<file path="src/rtl/vram_write_queue.sv">
// CPU write queue into the plane-interleaved VRAM: edge-detects writes to 8000h-FFFFh,
// buffers them in a FIFO and issues one byte write per granted cycle.
// Optional build macro VRAM_WR_STATS_EN adds saturating write/drop counters.
module vram_write_queue #(
    parameter int DEPTH = 4,
    parameter int AW    = 2
) (
    input  logic          clk_sys,
    input  logic          reset_n,
    input  logic [15:0]   cpu_addr,
    input  logic [7:0]    cpu_din,
    input  logic          cpu_we,
    input  logic          flush,
    input  logic          vram_gnt,
    output logic [14:0]   vram_wraddr,
    output logic [7:0]    vram_data,
    output logic          vram_wren,
    output logic [AW:0]   fifo_level,
    output logic          overflow,
    input  logic          ovf_clr,
    output logic          wr_state
`ifdef VRAM_WR_STATS_EN
    ,
    output logic [15:0]   wr_count,
    output logic [15:0]   drop_count
`endif
);

    typedef enum logic {
        ST_IDLE  = 1'b0,
        ST_WRITE = 1'b1
    } out_state_t;

    localparam logic [AW:0] FULL_LVL = (AW+1)'(DEPTH);
    localparam logic [AW-1:0] PTR_ONE = {{(AW-1){1'b0}}, 1'b1};

    out_state_t        state;
    logic              we_d;
    logic [AW-1:0]     wr_ptr;
    logic [AW-1:0]     rd_ptr;
    logic [22:0]       mem [DEPTH];

    logic              push_req;
    logic              fifo_full;
    logic              fifo_empty;
    logic              pop;
    logic              push_ok;
    logic              drop;
    logic [14:0]       scr_addr;

    // Handshake: an entry is offered whenever the FIFO is non-empty (valid); vram_gnt
    // is the ready. A pop happens only when both are high and no flush is in progress.
    assign push_req   = cpu_we & ~we_d & cpu_addr[15];
    assign fifo_full  = (fifo_level == FULL_LVL);
    assign fifo_empty = (fifo_level == '0);
    assign pop        = ~fifo_empty & vram_gnt & ~flush;
    assign push_ok    = push_req & ~flush & (~fifo_full | pop);
    assign drop       = push_req & ~flush & fifo_full & ~pop;
    assign scr_addr   = {cpu_addr[12:0], cpu_addr[14:13]};
    assign wr_state   = (state == ST_WRITE);

    always_ff @(posedge clk_sys or negedge reset_n) begin
        if (!reset_n) begin
            we_d       <= 1'b0;
            wr_ptr     <= '0;
            rd_ptr     <= '0;
            fifo_level <= '0;
            overflow   <= 1'b0;
        end else begin
            we_d <= cpu_we;
            if (flush) begin
                wr_ptr     <= '0;
                rd_ptr     <= '0;
                fifo_level <= '0;
            end else begin
                if (push_ok) wr_ptr <= wr_ptr + PTR_ONE;
                if (pop)     rd_ptr <= rd_ptr + PTR_ONE;
                fifo_level <= fifo_level + {{AW{1'b0}}, push_ok} - {{AW{1'b0}}, pop};
            end
            // A drop in the same cycle as ovf_clr keeps the flag set.
            if (drop)
                overflow <= 1'b1;
            else if (ovf_clr)
                overflow <= 1'b0;
        end
    end

    // Storage carries no reset; occupancy is tracked solely by the pointers and level.
    always_ff @(posedge clk_sys) begin
        if (push_ok)
            mem[wr_ptr] <= {scr_addr, cpu_din};
    end

    always_ff @(posedge clk_sys or negedge reset_n) begin
        if (!reset_n) begin
            state       <= ST_IDLE;
            vram_wren   <= 1'b0;
            vram_wraddr <= '0;
            vram_data   <= '0;
        end else begin
            case (state)
                ST_IDLE: begin
                    if (pop) begin
                        state       <= ST_WRITE;
                        vram_wren   <= 1'b1;
                        vram_wraddr <= mem[rd_ptr][22:8];
                        vram_data   <= mem[rd_ptr][7:0];
                    end else begin
                        vram_wren <= 1'b0;
                    end
                end
                ST_WRITE: begin
                    if (pop) begin
                        vram_wren   <= 1'b1;
                        vram_wraddr <= mem[rd_ptr][22:8];
                        vram_data   <= mem[rd_ptr][7:0];
                    end else begin
                        state     <= ST_IDLE;
                        vram_wren <= 1'b0;
                    end
                end
                default: begin
                    state     <= ST_IDLE;
                    vram_wren <= 1'b0;
                end
            endcase
        end
    end

`ifdef VRAM_WR_STATS_EN
    always_ff @(posedge clk_sys or negedge reset_n) begin
        if (!reset_n) begin
            wr_count   <= '0;
            drop_count <= '0;
        end else if (ovf_clr) begin
            wr_count   <= '0;
            drop_count <= '0;
        end else begin
            if (vram_wren && wr_count != 16'hFFFF)
                wr_count <= wr_count + 16'd1;
            if (drop && drop_count != 16'hFFFF)
                drop_count <= drop_count + 16'd1;
        end
    end
`endif

endmodule
</file>
<file path="config.mk">
export PLATFORM = sky130hd
export DESIGN_NAME = vram_write_queue
export DESIGN_NICKNAME = d
export VERILOG_FILES = /design/src/rtl/vram_write_queue.sv
export SDC_FILE = /design/constraint.sdc
export NUM_CORES = 1
export LEC_CHECK = 0
export CAP_MARGIN = 20
export CORE_MARGIN = 4
export CORE_UTILIZATION = 50
export CTS_CLUSTER_SIZE = 20
export DETAILED_ROUTE_END_ITERATION = 12
export PLACE_DENSITY = 0.76
export SYNTH_ARGS = -nofsm -noshare
export SYNTH_HDL_FRONTEND = slang
export SYNTH_SLANG_ARGS = --single-unit
</file>
<file path="constraint.sdc">
create_clock -name clk_sys -period 2.2 [get_ports clk_sys]
set_input_delay 0.33 -clock clk_sys [delete_from_list [all_inputs] [get_ports clk_sys]]
set_output_delay 0.33 -clock clk_sys [all_outputs]
set_load 0.02 [all_outputs]
</file>
==> summary.md, run 1 <==
| Metric | Value |
|---|---|
| FF-to-FF path depth | 9 |
| Worst-path fanout max | 2 |
| CP startpoint kind | flop |
| ANT cells | 0 |
| Global placement routability congestion | 0.784 |
| Setup WS pre-CTS | -0.460 ns |
| Max Freq | 437 MHz |
| Post-Syn Instances | 225 |
| PortBufs | 58 |
| Fin util | 67.7% |
| Crit. End Element | flop |
| Synth top area share | 56.5% |
| Worst reg2reg endpoint | fifo_level[1] |
| Netlist cell types | 31 |
| CTS Buf Count | 17 |
| Worst Tran Pin Value | 0.583 ns |
| DIE AREA | 11400 µm² |
| Critical Path Stages | 9 |
| Post-synth EDFFs | 92 |
| GRT Total Usage | 16.5% |
| Commonest cells in the netlist | edfxtp_1 (92), dfrtp_1 (33), mux2_4 (18), mux4_2 (18), inv_1 (7) |
| Initial antenna violation count | 0 |
| Initial Util | 52.2% |
| RR Startpoint | we_d |
| Post-layout min period | 2.29 ns |
| Drt via density | 5.22 |
| #FFs+latches synth | 125 |
| I/O Pins | 59 |
| Setup CP Type | flop to flop |
| Area grow syn2layout | 29.9% |
| Mean post-synth cell area | 21.7 µm² |
| Placed Instances | 421 |
| Pwr dens | 1170 nW/µm² |
| Non-Filler Instances | 455 |
| Vias in the first global route | 2570 |
| First-pass GRT wire length | 13800 µm |
| Fin. max-slew vios | 0 |
| Max cap viols | 0 |
| Via count | 2377 |
| Crit path DAT | 2.67 ns |
| Final Setup Violations | 2 |
| Outcome | complete, but fails checks |
| Seq/Total Area, Yosys | 73.4% |
| Final period util | 104% |
| RSZ-0062 raised after global routing | yes |
| Leakage power | 2.30 nW |
| Worst-path cell chain | or4bb_1 > nor2_2 > inv_1 > ha_1 > inv_1 > ha_1 > inv_1 > fa_2 > nor2_1 |
| Placement Rows | 35 |
| Register-to-register setup slack | -0.09 ns |
| Synth top area cells | edfxtp_1 (57%), dfrtp_1 (17%), mux4_2 (8.3%) |
| Worst skew pair latency | 0.50 ns |
| Sink Count | 125 |
| Worst hold stages | 1 |
| Failing checks | setup timing |
| Root buf cell | clkbuf_8 |
| Total wire length | 8510 µm |
| Hold Crit Class | primary input to flop |
| Rel. slew slack | 61.1% |
| Clk_skew | 0.00682 ns |
| Critical path's slowest cell | or4bb_1 |
| Share of layout cells above drive strength 1 | 31.0% |
| Maximum buffer depth of the clock tree | 2 |
| Hold Crit Endpoint | we_d |
| # nets final | 350 |
| Syn Nets | 262 |
| Hold_sp | cpu_we |
| WP data required | 2.58 ns |
| Peak supply drop | 0.000755 V |
| CP Buf/Inv Count | 3 |
| CTS tree | built |
| Ys async rst share | 26.4% |
| Detail Route Antenna Nets | 0 |
| Drt wl/cell | 18.7 µm |
| Top_reg_cell synth | edfxtp_1 |
| DRT iter0 DRCs | 53 |
| Area leader, netlist | edfxtp_1 |
| Most Frequent Cell on Critical Path | inv_1 |
| H-tree depth | 4 |
| Hold WS | 0.310 ns |
| First-pass DRT Iterations | 4 |
| Core footprint | 9370 µm² |
| Yosys warns | 0 |
| Die Span Y | 107 µm |
| Crit path largest cell delay | 0.55 ns |
| Worst-path clk slew | 0.06 ns |
| Power consumption | 0.00744 W |
| Top-count cell post-synth | edfxtp_1 |
| Largest net degree at the start of global routing | 25 |
| Horiz. Die Dim | 107 µm |
| Hold Fails Final Rpt | 0 |
| Congestion Overflow GR | 0 |
| Post-Syn Area | 4890 µm² |
| Post-route setup slack | -0.0886 ns |
| Cell family with most CP delay | adder cells |
| DPL Wire Length | 5310 µm |
| Drc violations | 0 |
-- worst max path at each step --
stage	from	end	slack, ns
floorplan	flush	fifo_level[1]	-0.02
global placement	cpu_addr[15]	fifo_level[1]	-0.42
detailed placement	cpu_addr[15]	fifo_level[1]	-0.46
CTS	we_d	fifo_level[1]	-0.02
global route	we_d	fifo_level[2]	-0.20
finish	we_d	fifo_level[1]	-0.09
-- through the flow --
stage / cell area (µm²) / setup TNS [ns]
after floorplan: 4900 / -0.0204
after global placement: 5750 / -0.965
after detailed placement: 5750 / -1.44
after CTS: 6340 / -0.0206
after global routing: 6350 / -0.392
final: 6350 / -0.146
-- registers in the layout, indices dropped and copies added, names as in the netlist --
register / flops
vram_data: 8
vram_wraddr: 15
fifo_level: 3
we_d: 1
mem: 92
wr_ptr: 2
wr_state: 1
rd_ptr: 2
overflow: 1
-- what timing repair did --
| item | in CTS | in global routing |
|---|---|---|
| pin swaps | 2 | 2 |
| hold buffers | 1 | 0 |
| setup buffers | 1 | 0 |
| hold endpoints to repair | 22 | 0 |
| resized for setup | 1 | 1 |
| endpoints found under the setup margin | 2 | 2 |
-- logic make-up after synthesis --
family | share of synthesized area (%)
XOR/XNOR | 0.717
buffers and inverters | 2.59
AO/OA/AOI/OAI | 0.972
flip-flops | 73.4
multiplexers | 17.7
AND/OR/NAND/NOR | 2.71
adder cells (fa/ha/maj) | 1.95
-- metal layers --
layer / up-vias / part of all wire (%) / GRT usage [%]
met2: 55 / 54 / 27.5
met3: 4 / 4.4 / 5.78
li1: 1086 / - / -
met5: - / 0 / 0
met1: 1232 / 41 / 19.9
met4: 0 / 0.92 / 6.39
-- layout make-up --
class	instances	area [µm²]
clock inverter	13	141
inverter	7	26.3
multi-input combinational	83	1190
clock buffer	19	432
sequential	125	3590
fill	640	3020
timing repair buffer	79	811
tap	129	161
-- where the power goes --
part           total, W  internal [W]  switching [W]
clock           0.00264       0.00165       0.000998
sequential      0.00299       0.00280       0.000188
combinational   0.00181       0.00106       0.000756
-- cells in the final DEF (no fill, tap or decap), drive strengths merged, types with 3 or more instances in the layout --
| cell | instances |
|---|---|
| ha | 6 |
| nor2 | 6 |
| xor2 | 3 |
| clkinv | 6 |
| edfxtp | 92 |
| clkdlybuf4s50 | 57 |
| mux4 | 23 |
| inv | 9 |
| buf | 21 |
| clkinvlp | 3 |
| dfrtp | 33 |
| mux2 | 23 |
| clkbuf | 19 |
| and3 | 4 |
(Power assumes the default switching activity.)
==> inputs of run 2 (changes only) <==
--- a/config.mk
+++ b/config.mk
@@ -8,8 +8,10 @@
 export CAP_MARGIN = 20
 export CORE_MARGIN = 4
 export CORE_UTILIZATION = 50
-export CTS_CLUSTER_SIZE = 20
+export CTS_CLUSTER_DIAMETER = 80
+export CTS_CLUSTER_SIZE = 8
 export DETAILED_ROUTE_END_ITERATION = 12
+export MAX_ROUTING_LAYER = met4
 export PLACE_DENSITY = 0.76
 export SYNTH_ARGS = -nofsm -noshare
 export SYNTH_HDL_FRONTEND = slang
==> run 2 against run 1 <==
The flow still finishes with violations (setup timing). Critical path type unchanged. Final area down 0.12%. Non-clock buffer count unchanged. Largest cell class unchanged. Sequential share of layout area is 0.067 points higher.
==> summary.md, run 2 (synthesis results as in run 1) <==
| Metric | Value |
|---|---|
| Initial Util | 52.2% (unchanged) |
| Area grow syn2layout | 29.7% |
| CTS tree | built |
| Clk_skew | 0.00660 ns (-0.000219 ns) |
| Post-layout min period | 2.26 ns (-0.0247 ns) |
| ANT cells | 0 (unchanged) |
| I/O Pins | 59 (unchanged) |
| Hold Crit Endpoint | we_d |
| Total wire length | 8450 µm (-0.73%) |
| Peak supply drop | 0.000755 V (about the same) |
| Root buf cell | clkbuf_8 |
| Largest net degree at the start of global routing | 25 (unchanged) |
| Sink Count | 125 (unchanged) |
| WP data required | 2.59 ns (about the same) |
| Non-Filler Instances | 455 (unchanged) |
| Worst skew pair latency | 0.50 ns (about the same) |
| Outcome | complete, but fails checks |
| # nets final | 350 (unchanged) |
| Worst hold stages | 1 (unchanged) |
| Vias in the first global route | 2563 (-0.27%) |
| Core footprint | 9370 µm² (unchanged) |
| Internal power | 0.00549 W (-0.23%) |
| Largest Register | mem |
| Congestion Overflow GR | 0 (unchanged) |
| Max FFs per register | 92 (unchanged) |
| Placement Rows | 35 (unchanged) |
| Max cap viols | 0 (unchanged) |
| Register-to-register setup slack | -0.06 ns (+0.02 ns) |
| Post-route setup slack | -0.0639 ns (+0.0247 ns) |
| Crit path DAT | 2.65 ns (-0.02 ns) |
| Max Freq | 442 MHz (+1.1%) |
| RR Startpoint | we_d |
| Clock power frac | 35.6% (about the same) |
| Pwr dens | 1170 nW/µm² (-0.15%) |
| Hold_sp | cpu_we |
| GRT Total Usage | 16.9% (+0.38 points) |
| Initial antenna violation count | 0 (unchanged) |
| P_sw | 0.00193 W (-0.37%) |
| CP Buf/Inv Count | 3 (unchanged) |
| FF-to-FF path depth | 9 (unchanged) |
| Reg power frac | 40.2% (about the same) |
| Power consumption | 0.00742 W (-0.27%) |
| DPL Wire Length | 5310 µm (unchanged) |
| CP startpoint kind | flop |
| Crit path largest cell delay | 0.55 ns (about the same) |
| Worst-path cell chain | or4bb_1 > nor2_2 > inv_1 > ha_1 > inv_1 > ha_1 > inv_1 > fa_2 > nor2_1 |
| Rel. slew slack | 61.1% (-0.067 points) |
| Drt wl/cell | 18.6 µm (-0.73%) |
| Largest registers | mem: 92 flops, vram_wraddr: 15 flops, vram_data: 8 flops |
| Worst reg2reg endpoint | fifo_level[1] |
| DIE AREA | 11400 µm² (unchanged) |
| Leakage power | 2.29 nW (-0.12%) |
| First-pass DRT Iterations | 6 (+2) |
| Setup CP Type | flop to flop |
| Placed Instances | 421 (unchanged) |
| Maximum buffer depth of the clock tree | 2 (unchanged) |
| Drc violations | 0 (unchanged) |
| Final period util | 103% (-1.1 points) |
| Hold WS | 0.308 ns (-0.00179 ns) |
| Worst-path clk slew | 0.06 ns (about the same) |
| Hold Crit Class | primary input to flop |
| Via count | 2385 (+0.34%) |
| Cell family with most CP delay | adder cells |
| Horiz. Die Dim | 107 µm (unchanged) |
| Most frequent cells in the layout | edfxtp_1 (92), clkdlybuf4s50_1 (57), dfrtp_1 (31), mux4_2 (18), mux2_4 (18) |
| First-pass GRT wire length | 13800 µm (-0.15%) |
| Sw Share | 26.1% (-0.027 points) |
| H-tree depth | 4 (unchanged) |
| Setup WS pre-CTS | -0.460 ns (unchanged) |
| Worst-path fanout max | 2 (unchanged) |
| Global placement routability congestion | 0.795 (+1.4%) |
| Most Frequent Cell on Critical Path | inv_1 |
| Comb power frac | 24.2% (-0.2 points) |
| Detail Route Antenna Nets | 0 (unchanged) |
| Die Span Y | 107 µm (unchanged) |
| RSZ-0062 raised after global routing | yes |
| Worst Tran Pin Value | 0.584 ns (+0.00100 ns) |
| CTS Buf Count | 17 (unchanged) |
| Commonest non-fill, non-tap cell in the layout | edfxtp_1 |
| Final Setup Violations | 2 (unchanged) |
| Hold Fails Final Rpt | 0 (unchanged) |
| DRT iter0 DRCs | 58 (+9.4%) |
| PortBufs | 58 (unchanged) |
| Share of layout cells above drive strength 1 | 30.7% (-0.31 points) |
| Fin. max-slew vios | 0 (unchanged) |
| Failing checks | setup timing |
| Critical path's slowest cell | or4bb_1 |
| Drt via density | 5.24 (+0.34%) |
| Crit. End Element | flop |
run 2: cell count changes in the layout (fill, tap and decap cells not counted):
cell / previous run / this run
xnor2_1: 0 / 1
xnor2_2: 1 / 0
run 2: worst reg2reg max path, stage by stage (launching register included):
cell     delay, ns
dfrtp_1       0.37
or4bb_1       0.55
nor2_2        0.14
inv_1         0.06
ha_1          0.26
inv_1         0.05
ha_1          0.13
inv_1         0.05
fa_2          0.51
nor2_1        0.04
run 2: final cells by class:
type                            count  area, µm²
Sequential cell                   125       3590
Clock inverter                     13        141
Tap cell                          129        161
Inverter                            7       26.3
Fill cell                         644       3030
Multi-Input combinational cell     83       1180
Timing Repair Buffer               79        811
Clock buffer                       19        432
run 2: power groups by stage:
stage	logic [W]	registers [W]	clock network [W]
2_1_floorplan	0.000854	0.00328	0
3_3_place_gp	0.00177	0.00303	0
3_5_place_dp	0.00180	0.00303	0
4_1_cts	0.00182	0.00299	0.00269
5_1_grt	0.00191	0.00303	0.00280
6_report	0.00180	0.00298	0.00264
run 2: timing repair:
action                     in CTS  in global routing
setup buffers                   1                  0
resized for setup               1                  0
hold buffers                    1                  0
cloned                          0                  0
setup endpoints to repair       2                  2
hold endpoints to repair       22                  0
pin swaps                       2                  2
run 2: routing by layer:
layer	up-vias	track usage [%]	wire, µm
li1	1086	-	-
met1	1228	20.0	3430
met2	65	27.5	4550
met3	6	4.76	380
met4	0	7.21	92
met5	-	-	0
run 2: through the flow:
stage               instance area [µm²]  setup TNS (ns)  utilization, %
finish                             6340         -0.0986            67.7
global route                       6340          -0.294            67.7
CTS                                6340         -0.0206            67.7
detailed placement                 5750           -1.44            61.3
global placement                   5750          -0.965            61.3
floorplan                          4900         -0.0204               -
run 2: worst max path at each step:
| stage | startpoint | endpoint | slack [ns] | depth (start not counted) |
|---|---|---|---|---|
| after global placement | cpu_addr[15] | fifo_level[1] | -0.42 | 10 |
| after detailed placement | cpu_addr[15] | fifo_level[1] | -0.46 | 10 |
| after floorplan | flush | fifo_level[1] | -0.02 | 10 |
| after global routing | we_d | fifo_level[1] | -0.15 | 9 |
| after CTS | we_d | fifo_level[1] | -0.02 | 9 |
| final | we_d | fifo_level[1] | -0.06 | 9 |
